<file path="config.mk">
export PLATFORM = sky130hd
export DESIGN_NAME = ysyx_23060201_lsu
export DESIGN_NICKNAME = d
export VERILOG_FILES = /design/src/rtl/ysyx_23060201_lsu_pkg.sv /design/src/rtl/ysyx_23060201_lsu_align.sv /design/src/rtl/ysyx_23060201_lsu.sv
export SDC_FILE = /design/constraint.sdc
export NUM_CORES = 1
export LEC_CHECK = 0
export ABC_AREA = 1
export CELL_PAD_IN_SITES_DETAIL_PLACEMENT = 0
export CELL_PAD_IN_SITES_GLOBAL_PLACEMENT = 1
export CORE_AREA = 2 2 153 155
export DETAILED_ROUTE_END_ITERATION = 7
export DIE_AREA = 0 0 155 157
export GPL_ROUTABILITY_DRIVEN = 0
export HOLD_SLACK_MARGIN = 0.02
export PLACE_DENSITY_LB_ADDON = 0.2
export REMOVE_ABC_BUFFERS = 1
export SLEW_MARGIN = 25
export SYNTH_ARGS = -nofsm -noshare
export SYNTH_HDL_FRONTEND = slang
export SYNTH_SLANG_ARGS = --single-unit
export TNS_END_PERCENT = 20
</file>
<file path="constraint.sdc">
create_clock -name clk -period 2.6 [get_ports clk]
set_clock_uncertainty 0.1 [all_clocks]
set_input_delay 0.52 -clock clk [delete_from_list [all_inputs] [get_ports clk]]
set_output_delay 0.52 -clock clk [all_outputs]
set_load 0.02 [all_outputs]
</file>
<file path="src/rtl/ysyx_23060201_lsu_pkg.sv">
// Shared encodings for the LSU: RV32 funct3 sizes, FSM states, byte-lane masks and op legality.
package ysyx_23060201_lsu_pkg;

  localparam logic [2:0] Funct3B  = 3'b000;
  localparam logic [2:0] Funct3H  = 3'b001;
  localparam logic [2:0] Funct3W  = 3'b010;
  localparam logic [2:0] Funct3BU = 3'b100;
  localparam logic [2:0] Funct3HU = 3'b101;

  localparam logic [3:0] LaneB = 4'b0001;
  localparam logic [3:0] LaneH = 4'b0011;
  localparam logic [3:0] LaneW = 4'b1111;

  typedef enum logic [1:0] {
    StIdle,
    StIssue,
    StWait,
    StDone
  } lsu_state_e;

  // An op with neither load nor store set is legal; it simply performs no access.
  function automatic logic lsu_op_legal(input logic       is_load,
                                        input logic       is_store,
                                        input logic [2:0] funct3,
                                        input logic [1:0] off);
    logic ok;
    ok = 1'b0;
    if (is_load && is_store) begin
      ok = 1'b0;
    end else if (!is_load && !is_store) begin
      ok = 1'b1;
    end else begin
      case (funct3)
        Funct3B:  ok = 1'b1;
        Funct3H:  ok = !off[0];
        Funct3W:  ok = (off == 2'b00);
        Funct3BU: ok = is_load;
        Funct3HU: ok = is_load && !off[0];
        default:  ok = 1'b0;
      endcase
    end
    return ok;
  endfunction

endpackage

</file>
<file path="src/rtl/ysyx_23060201_lsu_align.sv">
// Byte-lane alignment: lane mask and shifted store data for issue, extended load data on return.
module ysyx_23060201_lsu_align
  import ysyx_23060201_lsu_pkg::*;
(
  input  logic [2:0]  funct3,
  input  logic [1:0]  off,
  input  logic [31:0] wdata,
  input  logic [31:0] rdata,
  output logic [3:0]  mask,
  output logic [31:0] wdata_sh,
  output logic [31:0] rdata_ext
);

  logic [4:0]  sh_amt;
  logic [31:0] rdata_sh;

  assign sh_amt   = {off, 3'b000};
  assign wdata_sh = wdata << sh_amt;
  assign rdata_sh = rdata >> sh_amt;

  always_comb begin
    mask = LaneW;
    case (funct3[1:0])
      2'b00:   mask = LaneB << off;
      2'b01:   mask = LaneH << off;
      default: mask = LaneW;
    endcase
  end

  always_comb begin
    rdata_ext = rdata_sh;
    case (funct3)
      Funct3B:  rdata_ext = {{24{rdata_sh[7]}}, rdata_sh[7:0]};
      Funct3H:  rdata_ext = {{16{rdata_sh[15]}}, rdata_sh[15:0]};
      Funct3BU: rdata_ext = {24'h0, rdata_sh[7:0]};
      Funct3HU: rdata_ext = {16'h0, rdata_sh[15:0]};
      default:  rdata_ext = rdata_sh;
    endcase
  end

endmodule

</file>
<file path="src/rtl/ysyx_23060201_lsu.sv">
// Load/store unit: accepts one op from EXU, drives memory for a single cycle, waits out the
// memory latency and hands the extended result to WBU.
module ysyx_23060201_lsu
  import ysyx_23060201_lsu_pkg::*;
#(
  parameter int unsigned ADDR_WIDTH  = 32,
  parameter int unsigned DATA_WIDTH  = 32,
  parameter int unsigned WAIT_CYCLES = 0
) (
  input  logic                  clk,
  input  logic                  rst,
  input  logic                  in_valid,
  output logic                  in_ready,
  input  logic                  in_is_load,
  input  logic                  in_is_store,
  input  logic [2:0]            in_funct3,
  input  logic [ADDR_WIDTH-1:0] in_addr,
  input  logic [DATA_WIDTH-1:0] in_wdata,
  output logic                  out_valid,
  input  logic                  out_ready,
  output logic [DATA_WIDTH-1:0] out_rdata,
  output logic                  out_err,
  output logic                  mem_ren,
  output logic [ADDR_WIDTH-1:0] mem_raddr,
  output logic [7:0]            mem_rmask,
  input  logic [DATA_WIDTH-1:0] mem_rdata,
  output logic                  mem_wen,
  output logic [ADDR_WIDTH-1:0] mem_waddr,
  output logic [7:0]            mem_wmask,
  output logic [DATA_WIDTH-1:0] mem_wdata
);

  localparam logic [3:0] WaitLast = (WAIT_CYCLES == 0) ? 4'd0 : 4'(WAIT_CYCLES - 1);

  lsu_state_e      state_q;
  logic            is_load_q;
  logic [2:0]      funct3_q;
  logic [1:0]      off_q;
  logic [3:0]      cnt_q;

  logic [2:0]      al_funct3;
  logic [1:0]      al_off;
  logic [3:0]      al_mask;
  logic [31:0]     al_wdata;
  logic [31:0]     al_rdata;
  logic            legal;
  logic [ADDR_WIDTH-1:0] word_addr;

  // In IDLE the aligner sees the incoming op; afterwards it sees the latched one.
  assign al_funct3 = (state_q == StIdle) ? in_funct3 : funct3_q;
  assign al_off    = (state_q == StIdle) ? in_addr[1:0] : off_q;
  assign legal     = lsu_op_legal(in_is_load, in_is_store, in_funct3, in_addr[1:0]);
  assign word_addr = {in_addr[ADDR_WIDTH-1:2], 2'b00};

  ysyx_23060201_lsu_align u_align (
    .funct3    (al_funct3),
    .off       (al_off),
    .wdata     (in_wdata),
    .rdata     (mem_rdata),
    .mask      (al_mask),
    .wdata_sh  (al_wdata),
    .rdata_ext (al_rdata)
  );

  always_ff @(posedge clk) begin
    if (rst) begin
      state_q   <= StIdle;
      is_load_q <= 1'b0;
      funct3_q  <= 3'b000;
      off_q     <= 2'b00;
      cnt_q     <= 4'd0;
      in_ready  <= 1'b1;
      out_valid <= 1'b0;
      out_rdata <= '0;
      out_err   <= 1'b0;
      mem_ren   <= 1'b0;
      mem_raddr <= '0;
      mem_rmask <= 8'h00;
      mem_wen   <= 1'b0;
      mem_waddr <= '0;
      mem_wmask <= 8'h00;
      mem_wdata <= '0;
    end else begin
      // Enables are single-cycle pulses: they drop on every edge unless raised below.
      mem_ren <= 1'b0;
      mem_wen <= 1'b0;
      case (state_q)
        StIdle: begin
          if (in_valid) begin
            is_load_q <= in_is_load;
            funct3_q  <= in_funct3;
            off_q     <= in_addr[1:0];
            in_ready  <= 1'b0;
            if (!legal) begin
              state_q   <= StDone;
              out_valid <= 1'b1;
              out_err   <= 1'b1;
              out_rdata <= '0;
            end else if (!in_is_load && !in_is_store) begin
              state_q   <= StDone;
              out_valid <= 1'b1;
              out_err   <= 1'b0;
              out_rdata <= '0;
            end else begin
              state_q <= StIssue;
              out_err <= 1'b0;
              if (in_is_load) begin
                mem_ren   <= 1'b1;
                mem_raddr <= word_addr;
                mem_rmask <= {4'b0000, al_mask};
              end else begin
                mem_wen   <= 1'b1;
                mem_waddr <= word_addr;
                mem_wmask <= {4'b0000, al_mask};
                mem_wdata <= al_wdata;
              end
            end
          end
        end
        StIssue: begin
          out_rdata <= is_load_q ? al_rdata : '0;
          if (WAIT_CYCLES == 0) begin
            state_q   <= StDone;
            out_valid <= 1'b1;
          end else begin
            state_q <= StWait;
            cnt_q   <= 4'd0;
          end
        end
        StWait: begin
          if (cnt_q == WaitLast) begin
            state_q   <= StDone;
            out_valid <= 1'b1;
          end else begin
            cnt_q <= cnt_q + 4'd1;
          end
        end
        StDone: begin
          if (out_ready) begin
            state_q   <= StIdle;
            out_valid <= 1'b0;
            in_ready  <= 1'b1;
          end
        end
        default: state_q <= StIdle;
      endcase
    end
  end

endmodule

</file>
After elaboration in Yosys (flattened, before gate mapping)

Cells that the tools add are included.

Register bits: 149
Bits in latches: 0
Memory bits (writable): 0
ROM bits: 0
Input port bits: 105
Output and inout port bits: 149
Memories: 0

$add $sub $neg: 1
Multipliers: 0
Divide/modulo/power cells: 0
Magnitude comparators: 0
Equality and inequality tests: 15
Shifts and indexed selects: 4
Multiplexer cells: 30
Bitwise operators: 6
Reductions and logical operators: 23

Operators with widths:

| operator                                                              | number |
|---|---|
| 32-bit two-way mux                                                    | 4 |
| 32-bit one-hot mux with 4 select lines                                | 1 |
| 32-bit one-hot mux with 2 select lines                                | 1 |
| 32-bit by 5-bit << shifter with 32-bit output                         | 1 |
| 32-bit by 5-bit >> shifter with 32-bit output                         | 1 |
| 3-bit equality test, second input constant                            | 4 |
| 1-bit two-way mux                                                     | 12 |
| 2-bit two-way mux                                                     | 6 |
| 5-bit AND reduction                                                   | 2 |
| 3-bit AND reduction                                                   | 3 |
| 2-bit one-hot mux with 4 select lines                                 | 1 |
| 4-bit one-hot mux with 2 select lines                                 | 1 |
| 3-bit by 1-bit equality test with 1-bit output, second input constant | 2 |
| 2-bit zero test                                                       | 3 |
| 3-bit zero test                                                       | 2 |
| 2-bit != test, second input constant                                  | 3 |
| 1-bit inverter                                                        | 6 |
| 1-bit one-hot mux with 5 select lines                                 | 1 |
| 5-bit OR reduction                                                    | 1 |
| 4-bit by 1-bit adder with 4-bit output, second input constant         | 1 |
| 2-bit by 1-bit equality test with 1-bit output, second input constant | 2 |
| 2-bit equality test, second input constant                            | 2 |
| 4-bit zero test                                                       | 1 |
| 1-bit one-hot mux with 4 select lines                                 | 1 |
| other kinds (11)                                                      | 17 |

Longest topological paths before layout

Depth after elaboration: 8
Depth in mapped cells: 13
Depth with buffers taken out: 11

Cells and area by module

Synthesis repeated with hierarchy kept, for this count alone.

Cell total of the unflattened synthesis: 1073
Area, all modules: 7357.1 um2

By module, submodules not included:

| module                  | instances | cells each | area each (um2) | sequential area each (um2) |
|---|---|---|---|---|
| ysyx_23060201_lsu       | 1         | 803        | 5975.7          | 2982.9 |
| ysyx_23060201_lsu_align | 1         | 270        | 1381.3          | 0.0 |

Least setup slack after synthesis

OpenSTA, ideal clock, no wires.

Kind: reg-to-reg
From: register state_q[0]
To: register mem_wdata[24]
Data arrival time: 1736 ps
Slack: 647 ps
Stages on the path, launching flop included: 12
Path buffers: 2
Clock period less this slack: 1953 ps
Cells stage by stage: dfxtp_1 -> inv_1 -> ha_1 -> inv_2 -> nand2_1 -> nand2_4 -> buf_4 -> buf_6 -> mux2i_1 -> o22ai_1 -> nor2_1 -> nor2_1

Longest elaborated chain between the ends: 3

RTL lines:

| element                                       | RTL line                                         | source |
|---|---|---|
| start: declaration                            | ysyx_23060201_lsu.sv:35                          | `lsu_state_e state_q;` |
| start signal: assignment                      | ysyx_23060201_lsu.sv:67                          | `state_q <= StIdle;` |
| start signal: assignment                      | ysyx_23060201_lsu.sv:95                          | `state_q <= StDone;` |
| start signal: assignment                      | ysyx_23060201_lsu.sv:100                         | `state_q <= StDone;` |
| 2-bit zero test *                             | ysyx_23060201_lsu.sv:51, ysyx_23060201_lsu.sv:87 |  |
| 2-bit two-way mux                             | ysyx_23060201_lsu.sv:51                          | `assign al_off = (state_q == StIdle) ? in_addr[1:0] : off_q;` |
| 32-bit by 5-bit << shifter with 32-bit output | ysyx_23060201_lsu_align.sv:18                    | `assign wdata_sh = wdata << sh_amt;` |
| end signal: assignment                        | ysyx_23060201_lsu.sv:115                         | `mem_wdata <= al_wdata;` |
| end: declaration                              | ysyx_23060201_lsu.sv:30                          | `output logic [DATA_WIDTH-1:0] mem_wdata` |

Every way passes the cells marked *; elsewhere a longest branch is shown, timed or not.
A chain may end at the register's enable or synchronous reset.

Worst setup path after layout

From: register state_q[0]
To: register mem_rmask[2]

Longest elaborated chain between the ends: 4

RTL lines:

| element                                                             | RTL line                                                                  | source |
|---|---|---|
| 2-bit zero test *                                                   | ysyx_23060201_lsu.sv:50, ysyx_23060201_lsu.sv:51, ysyx_23060201_lsu.sv:87 |  |
| 2-bit two-way mux / 3-bit two-way mux (equally long branches)       | ysyx_23060201_lsu.sv:51, ysyx_23060201_lsu.sv:50                          |  |
| 2-bit by 2-bit << shifter with 4-bit output (tied with other cells) | ysyx_23060201_lsu_align.sv:25                                             | `2'b01: mask = LaneH << off;` |
| 4-bit one-hot mux with 2 select lines                               | ysyx_23060201_lsu_align.sv:23                                             | `case (funct3[1:0])` |
| end signal: assignment                                              | ysyx_23060201_lsu.sv:110                                                  | `mem_rmask <= {4'b0000, al_mask};` |
| end: declaration                                                    | ysyx_23060201_lsu.sv:25                                                   | `output logic [7:0] mem_rmask,` |

Marks and branches as above.

==> impl_metrics.toml <==
[outcome]
run_status = "completed"

[clock_network]
cts.repair.resized = 0
post_cts_buffers = 0
cts_tree = "built"
clock_latency_ns = 0.43
cts_sinks = 149
cts_htree_levels = 4
cts_buffer_depth = 2
numCtsBuffers = 17
path_clk_slew_ns = 0.07
cts.hold.buffers_added = 0
clockRootBuffer = "clkbuf_16"

[min_path]
hold_path_depth = 2
min_to = "mem_wdata[8]$_SDFFE_PP0P_"
hold_start = "rst"
min_path_type = "input port to register"

[finish]
final_nets = 1276
final_layout_size_suffix_gt1_share_pct = 7.74
final_area_sq_um = 10200
n_antenna_cell = 0
area_delta_synth_final_pct = 48.2
final_core_util_pct = 45.4

[yosys]
synth_cells = 947
synth_edf_count = 0
avgSynthCellArea_sq_um = 7.29
synth_seq_cells = 149
yosys.area.top_type = "dfxtp_1"
synth.cells.most_frequent = "dfxtp_1 (149), nand2_1 (139), o21ai_0 (133), nor2_1 (115), a21oi_1 (98)"
ys_async_sr_fraction_pct = 0
yosysMostFrequentCell = "dfxtp_1"
netlist.area_leader.share_pct = 43.2
synthTopCellsByArea = "dfxtp_1 (43%), o21ai_0 (9.6%), nand2_1 (7.6%), a21oi_1 (7.1%), nor2_1 (6.3%)"
synth_top_flop_cell = "dfxtp_1"
syn_area_sq_um = 6900
ys_seq_area_share_pct = 43.2
yosysUniqueCellTypes = 32
ys_warn_count = 0

[timing]
rsz0062_at_grt = "false"
tightest_slew_ns = 0.638
fin_crit_ns = 2.32
slew_violations = 0
tns_ns = 0
slew_headroom_pct = 57.4
finalHoldViolations = 0
setup_violations = 0
post-route-period-util_pct = 89.4
max_freq_mhz = 430

[place]
port_buffers = 241
hpwl_mm = 15.6
placed_cell_area_sq_um = 9610

[routing]
dr.pass1.iters = 5
drc = 0
viasPerCell = 4.76
wl_per_cell_um = 15.6
drt_iter0_markers = 361
finalWirelength_mm = 22.8
ant_nets = 0
via_count = 6949

[worst_setup_path]
timing.rr.end = "mem_rmask[2]$_SDFFE_PP0P_"
worst-setup-path-type = "register to register"
critPathMaxStageDelay_ns = 0.40
crit_family = "compound AO/OA/AOI/OAI gates"
endpoint_kind = "register"
critPathBufInv = 4
crit_chain = "inv_1, ha_2, buf_4, o21ai_4, inv_2, buf_12, o21ai_0, nand2_1, nand2_1, o21ai_0, a21oi_1"
cp.arrival_ns = 2.57
crit_path_start_kind = "register"
cp_slowest_cell = "dfxtp_1"
crit_fanout = 35
worstReg2RegStart = "state_q[0]$_SDFFE_PP0P_"
rr_worst_depth = 11
cp.required_ns = 2.84
r2r_slack_ns = 0.28
cp-startpoint = "state_q[0]$_SDFFE_PP0P_"

[global_routing]
grt_usage_pct = 18.3
grt_max_degree = 60
grt_overflow = 0
grt_pass1_wl_mm = 35.3
grt_pass1_vias = 6448
antenna_found_initial = 0

[floorplanning]
die_x_um = 155
initial_core_util_pct = 30.7
rows = 55
core_sq_um = 22500
die-area_sq_um = 24300
die_h_um = 157
io_pins = 254

[power_and_ir_drop]
p_leak_nw = 3.82
ir_worst_vdd_v = 0.000408
p_per_area_nw_per_um2 = 698

[flow_run]
cap_violations = 0
[flip-flops by register name, indices dropped and copies added, names as in the netlist, 2 cells and up]
register	count
mem_wdata	32
out_rdata	32
mem_raddr	30
mem_waddr	30
cnt_q	4
mem_rmask	4
mem_wmask	4
funct3_q	3
off_q	2
state_q	2
[routing by layer]
layer	wire length (um)	global-route usage, %	up-vias
met3	1150	3.96	20
met5	0	0	-
met2	10300	29.5	210
li1	-	-	3563
met4	337	5.38	0
met1	11000	24.5	3156
[stage by stage]
| step | total power, W | setup WS (ns) | hold WS [ns] | std cells |
|---|---|---|---|---|
| final | 0.00714 | 0.276 | 0.285 | 1461 |
| after global placement | 0.00470 | 0.140 | 0.332 | 1429 |
| after detailed placement | 0.00469 | 0.146 | 0.336 | 1429 |
| after global routing | 0.00755 | 0.0328 | 0.275 | 1461 |
| after floorplan | 0.00373 | -0.656 | 0.338 | 877 |
| after CTS | 0.00724 | 0.124 | 0.271 | 1461 |
[worst max path at each step]
| stage | end | slack (ns) | cells after the start |
|---|---|---|---|
| 2_1_floorplan | mem_wmask[0]$_SDFFE_PP0P_ | -0.66 | 8 |
| 4_1_cts | out_rdata[3]$_SDFFE_PP0P_ | 0.12 | 12 |
| 5_1_grt | out_rdata[27]$_SDFFE_PP0P_ | 0.03 | 11 |
| 3_3_place_gp | out_rdata[18]$_SDFFE_PP0P_ | 0.14 | 11 |
| 3_5_place_dp | out_rdata[21]$_SDFFE_PP0P_ | 0.15 | 10 |
| 6_report | mem_rmask[2]$_SDFFE_PP0P_ | 0.28 | 11 |
[logic make-up (layout without fill, tap and decap cells)]
family,Yosys count,count (layout),synth area share (%)
flip-flops,149,149,43.2
adder cells (fa/ha/maj),8,8,1.45
multiplexers,8,8,1.16
AO/OA/AOI/OAI,284,284,22.3
buffers and inverters,153,371,10.2
AND/OR/NAND/NOR,344,344,21.6
other,1,12,0.0543
[power breakdown]
group | switching, W | internal (W) | total (W) | leakage [nW]
sequential | 0.0000477 | 0.00236 | 0.00241 | 1.20
combinational | 0.00137 | 0.000853 | 0.00222 | 2.32
clock | 0.00120 | 0.00131 | 0.00251 | 0.290
[layout make-up]
class	instances	area (sq um)
fill	2288	12300
clock inverter	15	181
sequential	149	2980
tap	285	357
timing repair buffer	267	2740
clock buffer	17	425
multi-input combinational	656	3260
inverter	72	270
[cells in the final DEF (no fill, tap or decap), types with 8 or more instances in the layout]
cell type,n
a21oi_1,98
a31oi_1,14
buf_12,11
buf_4,14
clkbuf_16,17
clkdlybuf4s50_1,240
conb_1,12
dfxtp_1,149
inv_1,66
mux2i_1,8
nand2_1,138
nand3_1,63
nor2_1,115
o21ai_0,133
o21ai_1,11
o21bai_1,8
o22ai_1,9
(Power assumes the default switching activity.)
